==> config.mk <==
export PLATFORM = sky130hd
export DESIGN_NAME = fano_encoder_punct
export DESIGN_NICKNAME = d
export VERILOG_FILES = /design/src/rtl/fano_encoder_punct.sv
export SDC_FILE = /design/constraint.sdc
export NUM_CORES = 1
export LEC_CHECK = 0
export CAP_MARGIN = 15
export CORE_MARGIN = 2
export CORE_UTILIZATION = 45
export CTS_CLUSTER_DIAMETER = 150
export CTS_CLUSTER_SIZE = 12
export DETAILED_ROUTE_END_ITERATION = 8
export SYNTH_ARGS = -nofsm -noshare
export SYNTH_HDL_FRONTEND = slang
export SYNTH_SLANG_ARGS = --single-unit
==> constraint.sdc <==
create_clock -name clk -period 5.9 [get_ports clk]
set_clock_uncertainty 0.15 [all_clocks]
set_input_delay 1.77 -clock clk [delete_from_list [all_inputs] [get_ports clk]]
set_output_delay 1.77 -clock clk [all_outputs]
set_load 0.1 [all_outputs]
==> src/rtl/fano_encoder_punct.sv <==
// Streaming systematic convolutional encoder: differential precoding, per-frame puncturing,
// a fully pipelined parity tree and a credit-controlled first-word-fall-through output FIFO.
module fano_encoder_punct #(
    parameter int           K          = 89,
    parameter logic [K-1:0] G_1_2      = 89'hD354E3267,
    parameter logic [K-1:0] G_3_4      = 89'h87AFC51E7688DDEE,
    parameter logic [K-1:0] G_7_8      = 89'o77663166177600720153763372136,
    parameter int           FIFO_DEPTH = 16
) (
    input  logic       clk,
    input  logic       reset,
    input  logic [1:0] i_code_rate,
    input  logic       i_diff_en,
    input  logic       i_vld,
    input  logic       i_sof,
    input  logic       i_data,
    output logic       o_rdy,
    output logic       o_vld,
    input  logic       i_rdy,
    output logic [1:0] o_data,
    output logic [1:0] o_keep,
    output logic       o_sof
);
    localparam int LOG2  = $clog2(K);
    localparam int LAT   = 1 + LOG2;
    localparam int P     = 1 << LOG2;
    localparam int NODES = 2 * P - 1;
    localparam int AW    = $clog2(FIFO_DEPTH);
    localparam int CW    = $clog2(FIFO_DEPTH + 1);
    localparam logic [CW-1:0] DEPTH_C = CW'(FIFO_DEPTH);

    typedef enum logic [1:0] {
        RATE_1_2 = 2'd0,
        RATE_3_4 = 2'd1,
        RATE_7_8 = 2'd2
    } rate_e;

    typedef struct packed {
        logic       sof;
        logic [1:0] keep;
        logic [1:0] data;
    } beat_t;

    logic [K-2:0]          sr_q, sr_d;
    logic                  dstate_q, dstate_d;
    logic [2:0]            phase_q, phase_d;
    logic [K-1:0]          mask_q, mask_d;
    rate_e                 rate_q, rate_d;
    logic                  diff_q, diff_d;
    logic [NODES-1:0]      tree_q, tree_d;
    logic [LAT-1:0]        vld_q, vld_d, sys_q, sys_d, sof_q, sof_d;
    logic [LAT-1:0][1:0]   keep_q, keep_d;
    beat_t                 mem_q [FIFO_DEPTH];
    logic [AW-1:0]         wr_ptr_q, wr_ptr_d, rd_ptr_q, rd_ptr_d;
    logic [CW-1:0]         count_q, count_d, inflight;

    logic                  acc, sof_acc, d_bit, cur_diff, cur_dstate, push, pop;
    logic [K-2:0]          cur_sr;
    logic [K-1:0]          cur_mask, sr_next;
    logic [2:0]            cur_phase;
    logic [1:0]            keep_cur;
    rate_e                 cur_rate;
    beat_t                 wdata, head;

    // Credit: every accepted beat owns a FIFO slot from accept until pop, so the FIFO cannot overflow.
    always_comb begin
        inflight = '0;
        for (int i = 0; i < LAT; i++) inflight = inflight + CW'(vld_q[i]);
        o_rdy = (count_q + inflight) < DEPTH_C;
    end

    always_comb begin
        // NOTE: every variable gets a default before any conditional logic, so no latch is inferred.
        acc        = i_vld & o_rdy;
        sof_acc    = acc & i_sof;
        cur_rate   = rate_q;
        cur_mask   = mask_q;
        cur_diff   = diff_q;
        cur_sr     = sr_q;
        cur_dstate = dstate_q;
        cur_phase  = phase_q;
        if (sof_acc) begin
            unique case (i_code_rate)
                2'd1:    begin cur_rate = RATE_3_4; cur_mask = G_3_4; end
                2'd2:    begin cur_rate = RATE_7_8; cur_mask = G_7_8; end
                default: begin cur_rate = RATE_1_2; cur_mask = G_1_2; end
            endcase
            cur_diff   = i_diff_en;
            cur_sr     = '0;
            cur_dstate = 1'b0;
            cur_phase  = '0;
        end

        d_bit    = cur_diff ? (i_data ^ cur_dstate) : i_data;
        sr_next  = {cur_sr, d_bit};
        keep_cur = (cur_phase == 3'd0 || cur_rate == RATE_1_2) ? 2'b11 : 2'b01;

        sr_d     = sr_q;
        dstate_d = dstate_q;
        phase_d  = phase_q;
        mask_d   = mask_q;
        rate_d   = rate_q;
        diff_d   = diff_q;
        if (acc) begin
            sr_d     = sr_next[K-2:0];
            dstate_d = cur_diff ? d_bit : 1'b0;
            mask_d   = cur_mask;
            rate_d   = cur_rate;
            diff_d   = cur_diff;
            unique case (cur_rate)
                RATE_3_4: phase_d = (cur_phase == 3'd2) ? 3'd0 : cur_phase + 3'd1;
                RATE_7_8: phase_d = (cur_phase == 3'd6) ? 3'd0 : cur_phase + 3'd1;
                default:  phase_d = 3'd0;
            endcase
        end

        // Leaves at [P-1:0], each tree level packed above the previous one; root is the last node.
        tree_d        = '0;
        tree_d[K-1:0] = sr_next & cur_mask;
        for (int n = P; n < NODES; n++) tree_d[n] = tree_q[2*(n-P)] ^ tree_q[2*(n-P)+1];

        vld_d  = {vld_q[LAT-2:0], acc};
        sys_d  = {sys_q[LAT-2:0], d_bit};
        sof_d  = {sof_q[LAT-2:0], sof_acc};
        keep_d = {keep_q[LAT-2:0], keep_cur};
    end

    assign push  = vld_q[LAT-1];
    assign pop   = o_vld & i_rdy;
    assign wdata = '{sof: sof_q[LAT-1], keep: keep_q[LAT-1], data: {tree_q[NODES-1], sys_q[LAT-1]}};
    assign head  = mem_q[rd_ptr_q];

    always_comb begin
        wr_ptr_d = wr_ptr_q + AW'(push);
        rd_ptr_d = rd_ptr_q + AW'(pop);
        count_d  = count_q + CW'(push) - CW'(pop);
    end

    assign o_vld  = (count_q != '0);
    assign o_data = o_vld ? head.data : 2'b00;
    assign o_keep = o_vld ? head.keep : 2'b00;
    assign o_sof  = o_vld & head.sof;

    // NOTE: sequential state uses non-blocking assignments so every flop samples pre-edge values.
    always_ff @(posedge clk) begin
        if (reset) begin
            sr_q     <= '0;
            dstate_q <= 1'b0;
            phase_q  <= '0;
            mask_q   <= G_1_2;
            rate_q   <= RATE_1_2;
            diff_q   <= 1'b0;
            vld_q    <= '0;
            wr_ptr_q <= '0;
            rd_ptr_q <= '0;
            count_q  <= '0;
        end else begin
            sr_q     <= sr_d;
            dstate_q <= dstate_d;
            phase_q  <= phase_d;
            mask_q   <= mask_d;
            rate_q   <= rate_d;
            diff_q   <= diff_d;
            vld_q    <= vld_d;
            wr_ptr_q <= wr_ptr_d;
            rd_ptr_q <= rd_ptr_d;
            count_q  <= count_d;
        end
    end

    // NOTE: datapath and FIFO storage are not reset; valid tags and the FIFO count qualify their contents.
    always_ff @(posedge clk) begin
        tree_q <= tree_d;
        sys_q  <= sys_d;
        sof_q  <= sof_d;
        keep_q <= keep_d;
        if (push) mem_q[wr_ptr_q] <= wdata;
    end
endmodule

==> flow_metrics.env, run 1 <==
export IMPL_start_kind="flip-flop"
export IMPL_status="finished, final reports clean"
export IMPL_total_leakage_power_nw=7.059
export IMPL_hold_viol_final=0
export IMPL_vias=8417
export IMPL_track_usage_pct=15.32
export IMPL_syn_cell_area_mm2=0.01531
export IMPL_worstPathMaxFanout=5
export IMPL_wl_mm=26.56
export IMPL_placementRows=67
export IMPL_multi_input_comb_area_mm2=0.004753
export IMPL_cts_tree="built"
export IMPL_vdd_drop_max_mv=0.4684
export IMPL_seq_area_mm2=0.01013
export IMPL_n_fill_cell=2962
export IMPL_layout_common_cells="dfxtp_1 (410), nand2_1 (128), xor2_1 (94)"
export IMPL_die_area_mm2=0.03550
export IMPL_post_dp_hpwl_mm=15.35
export IMPL_synth_seq_cells=474
export IMPL_drtIter0Drc=396
export IMPL_cts_made_buffers=45
export IMPL_avgSynthCellArea_um2=12.36
export IMPL_insertion_delay_ns=0.53
export IMPL_slew_violations=0
export IMPL_tightest_slew_ns=1.053
export IMPL_drtAntennaViolNets=0
export IMPL_maxCapViolCount=0
export IMPL_layout_min_cycle_time_ns=5.595
export IMPL_cts_sinks=474
export IMPL_synth_fp_nets=1273
export IMPL_rsz0062_at_grt="no"
export IMPL_fmaxAchievable_mhz=178.7
export IMPL_diodes=0
export IMPL_finalCritPeriodShare_pct=94.83
export IMPL_critPathKind="reg -> out"
export IMPL_tns_ns=0
export IMPL_drc=0
export IMPL_dr_pass1_iters=4
export IMPL_finalSetupViolations=0
export IMPL_clockBufferDepth=3
export IMPL_grt_pass1_wl_mm=43.82
export IMPL_end_kind="primary output"
export IMPL_wl_per_cell_um=15.65
export IMPL_grt_max_degree=112
export IMPL_worst_slack_ns=0.3048
export IMPL_required_ns=3.98
export IMPL_coreArea_mm2=0.03353
export IMPL_antenna_found_initial=0
export IMPL_drive_above_1_share_pct=7.286
export IMPL_grt_pass1_vias=8442
export IMPL_ys_types=49
export IMPL_cts_max_level=2
export IMPL_avgViaCountPerCell=4.960
export IMPL_place_congestion=0.7330
export IMPL_io_pins=16
export IMPL_overflow=0
export IMPL_io_buffers=15
export IMPL_worstHoldPathType="reg -> reg"
export IMPL_fin_nets=1274
export IMPL_ys_seq_area_share_pct=66.18
export IMPL_die_h_um=188.4
export IMPL_clkTransAtPathRegs_ns=0.06
export IMPL_post_place_ws_ns=0.5646
export IMPL_yosysWarnings=0
export IMPL_root_buffer="clkbuf_16"
export IMPL_syn2layout_area_growth_pct=10.91
export IMPL_maxSlewHeadroom_pct=29.83
export IMPL_netlist_instances=1238
export IMPL_power_density_mw_per_mm2=406.7
export IMPL_die_x_um=188.4
export IMPL_arrival_ns=3.68
export IMPL_initial_utilization_pct=45.65
export IMPL_final_common_cell="dfxtp_1"
-- worst max-delay path, cell delays in order (launching register included) --
cell and delay, ns:
dfxtp_1 0.33, fa_1 0.54, inv_1 0.05, fa_1 0.44, fa_1 0.49, inv_1 0.04
ha_1 0.27, a211oi_1 0.22, o21a_2 0.30, xor2_2 0.24, buf_12 0.21
-- per-layer routing --
layer / wire length [um] / up-vias / track usage [%]
li1: - / 4196 / -
met1: 12380 / 4087 / 19.30
met2: 12810 / 95 / 26.88
met3: 762 / 39 / 2.626
met4: 605 / 0 / 4.808
met5: 0 / - / 0
-- cell usage after synthesis (all sizes together) --
cell	count	area share (%)
ha	22	1.8
edfxtp	64	13
nor4bb	1	0.065
or3	10	0.41
xnor2	4	0.23
inv	23	0.56
o211ai	1	0.049
nor4b	1	0.057
buf	41	1.6
xor2	95	5.4
and3	89	3.6
nor3	7	0.23
a211o	2	0.11
a22o	27	1.5
mux4	20	3.1
nand3b	32	1.6
nor2	36	0.95
nand3	4	0.13
a21o	1	0.049
nor2b	12	0.49
clkbuf	30	0.74
nor3b	2	0.098
and2	22	0.90
nand2b	4	0.16
o32ai	1	0.057
o21a	40	2.0
fa	4	0.52
a31oi	1	0.14
a2111oi	1	0.057
or2	1	0.041
mux2	1	0.074
o31a	5	0.29
nor4	2	0.082
a21oi	80	2.7
o21ai	3	0.098
nand2	128	3.1
a211oi	4	0.20
dfxtp	410	54
mux2i	7	0.62
-- area by class of cell --
class,count,share of cell area [%]
Multi-Input combinational cell,670,28.00
Inverter,23,0.5085
Sequential cell,474,59.67
Timing Repair Buffer,25,1.312
Tap cell,448,3.302
Clock inverter,2,0.1032
Clock buffer,55,7.105
-- through the flow --
| stage | area, um2 | power [mW] | util, % | std cells | hold WS (ns) |
|---|---|---|---|---|---|
| after floorplan | 15310 | 4.264 | - | 1238 | 0.1596 |
| after global placement | 15750 | 4.471 | 46.97 | 1640 | 0.1609 |
| after detailed placement | 15750 | 4.488 | 46.97 | 1640 | 0.1621 |
| after CTS | 16980 | 6.993 | 50.62 | 1697 | 0.1758 |
| after global routing | 16980 | 7.204 | 50.63 | 1697 | 0.1784 |
| final | 16980 | 6.904 | 50.63 | 1697 | 0.1733 |
-- state kept, by name, indices dropped and copies added, names as in the netlist --
signal,cells
tree_q,181
mask_q,89
sr_q,88
mem_q,64
sof_q,8
sys_q,8
vld_q,8
keep_d,7
count_q,5
rd_ptr_q,4
wr_ptr_q,4
phase_q,3
rate_q,2
diff_q,1
dstate_q,1
keep_q,1
-- kinds of logic (layout without fill, tap and decap cells) --
logic type / Yosys count / after routing / synth area share (%)
fa+ha+maj: 26 / 26 / 2.322
simple gates: 351 / 351 / 11.96
buf+inv: 94 / 105 / 2.869
mux: 28 / 28 / 3.760
xor+xnor: 99 / 99 / 5.665
flops: 474 / 474 / 66.18
compound gates: 166 / 166 / 7.243
-- power by group --
part           internal (mW)  switching (mW)  leakage [nW]
Sequential              3.39          0.0886          3.87
Combinational          0.297           0.622          2.59
Clock                   1.42            1.08         0.597
Total                   5.11            1.79          7.06
-- repair_timing --
| action | CTS | global route |
|---|---|---|
| setup endpoints to repair | 0 | 1 |
| setup buffers | 0 | 0 |
| hold buffers | 0 | 0 |
| resized for setup | 0 | 1 |
-- final timing paths --
| kind | depth (start not counted) | from | end | slack (ns) |
|---|---|---|---|---|
| setup / recovery | 10 | vld_q[0]$_SDFF_PP0_ | o_rdy | 0.30 |
| hold / removal | 0 | sof_q[6]$_DFF_P_ | sof_q[7]$_DFF_P_ | 0.17 |
| setup reg to reg | 18 | vld_q[0]$_SDFF_PP0_ | phase_q[1]$_SDFFE_PP0N_ | 0.73 |
| hold reg to reg | 0 | sof_q[6]$_DFF_P_ | sof_q[7]$_DFF_P_ | 0.17 |
Note: power is estimated with default switching activity, not from simulation.
==> run 2: changes to the inputs <==
- SKIP_LAST_GASP: default -> 1
==> results of run 2 <==
Final layout, timing and power as in run 1 (identical DEF).
==> run 3: changes to the inputs <==
- TNS_END_PERCENT: default -> 30
==> results of run 3 <==
Final layout, timing and power as in run 1 (identical DEF).
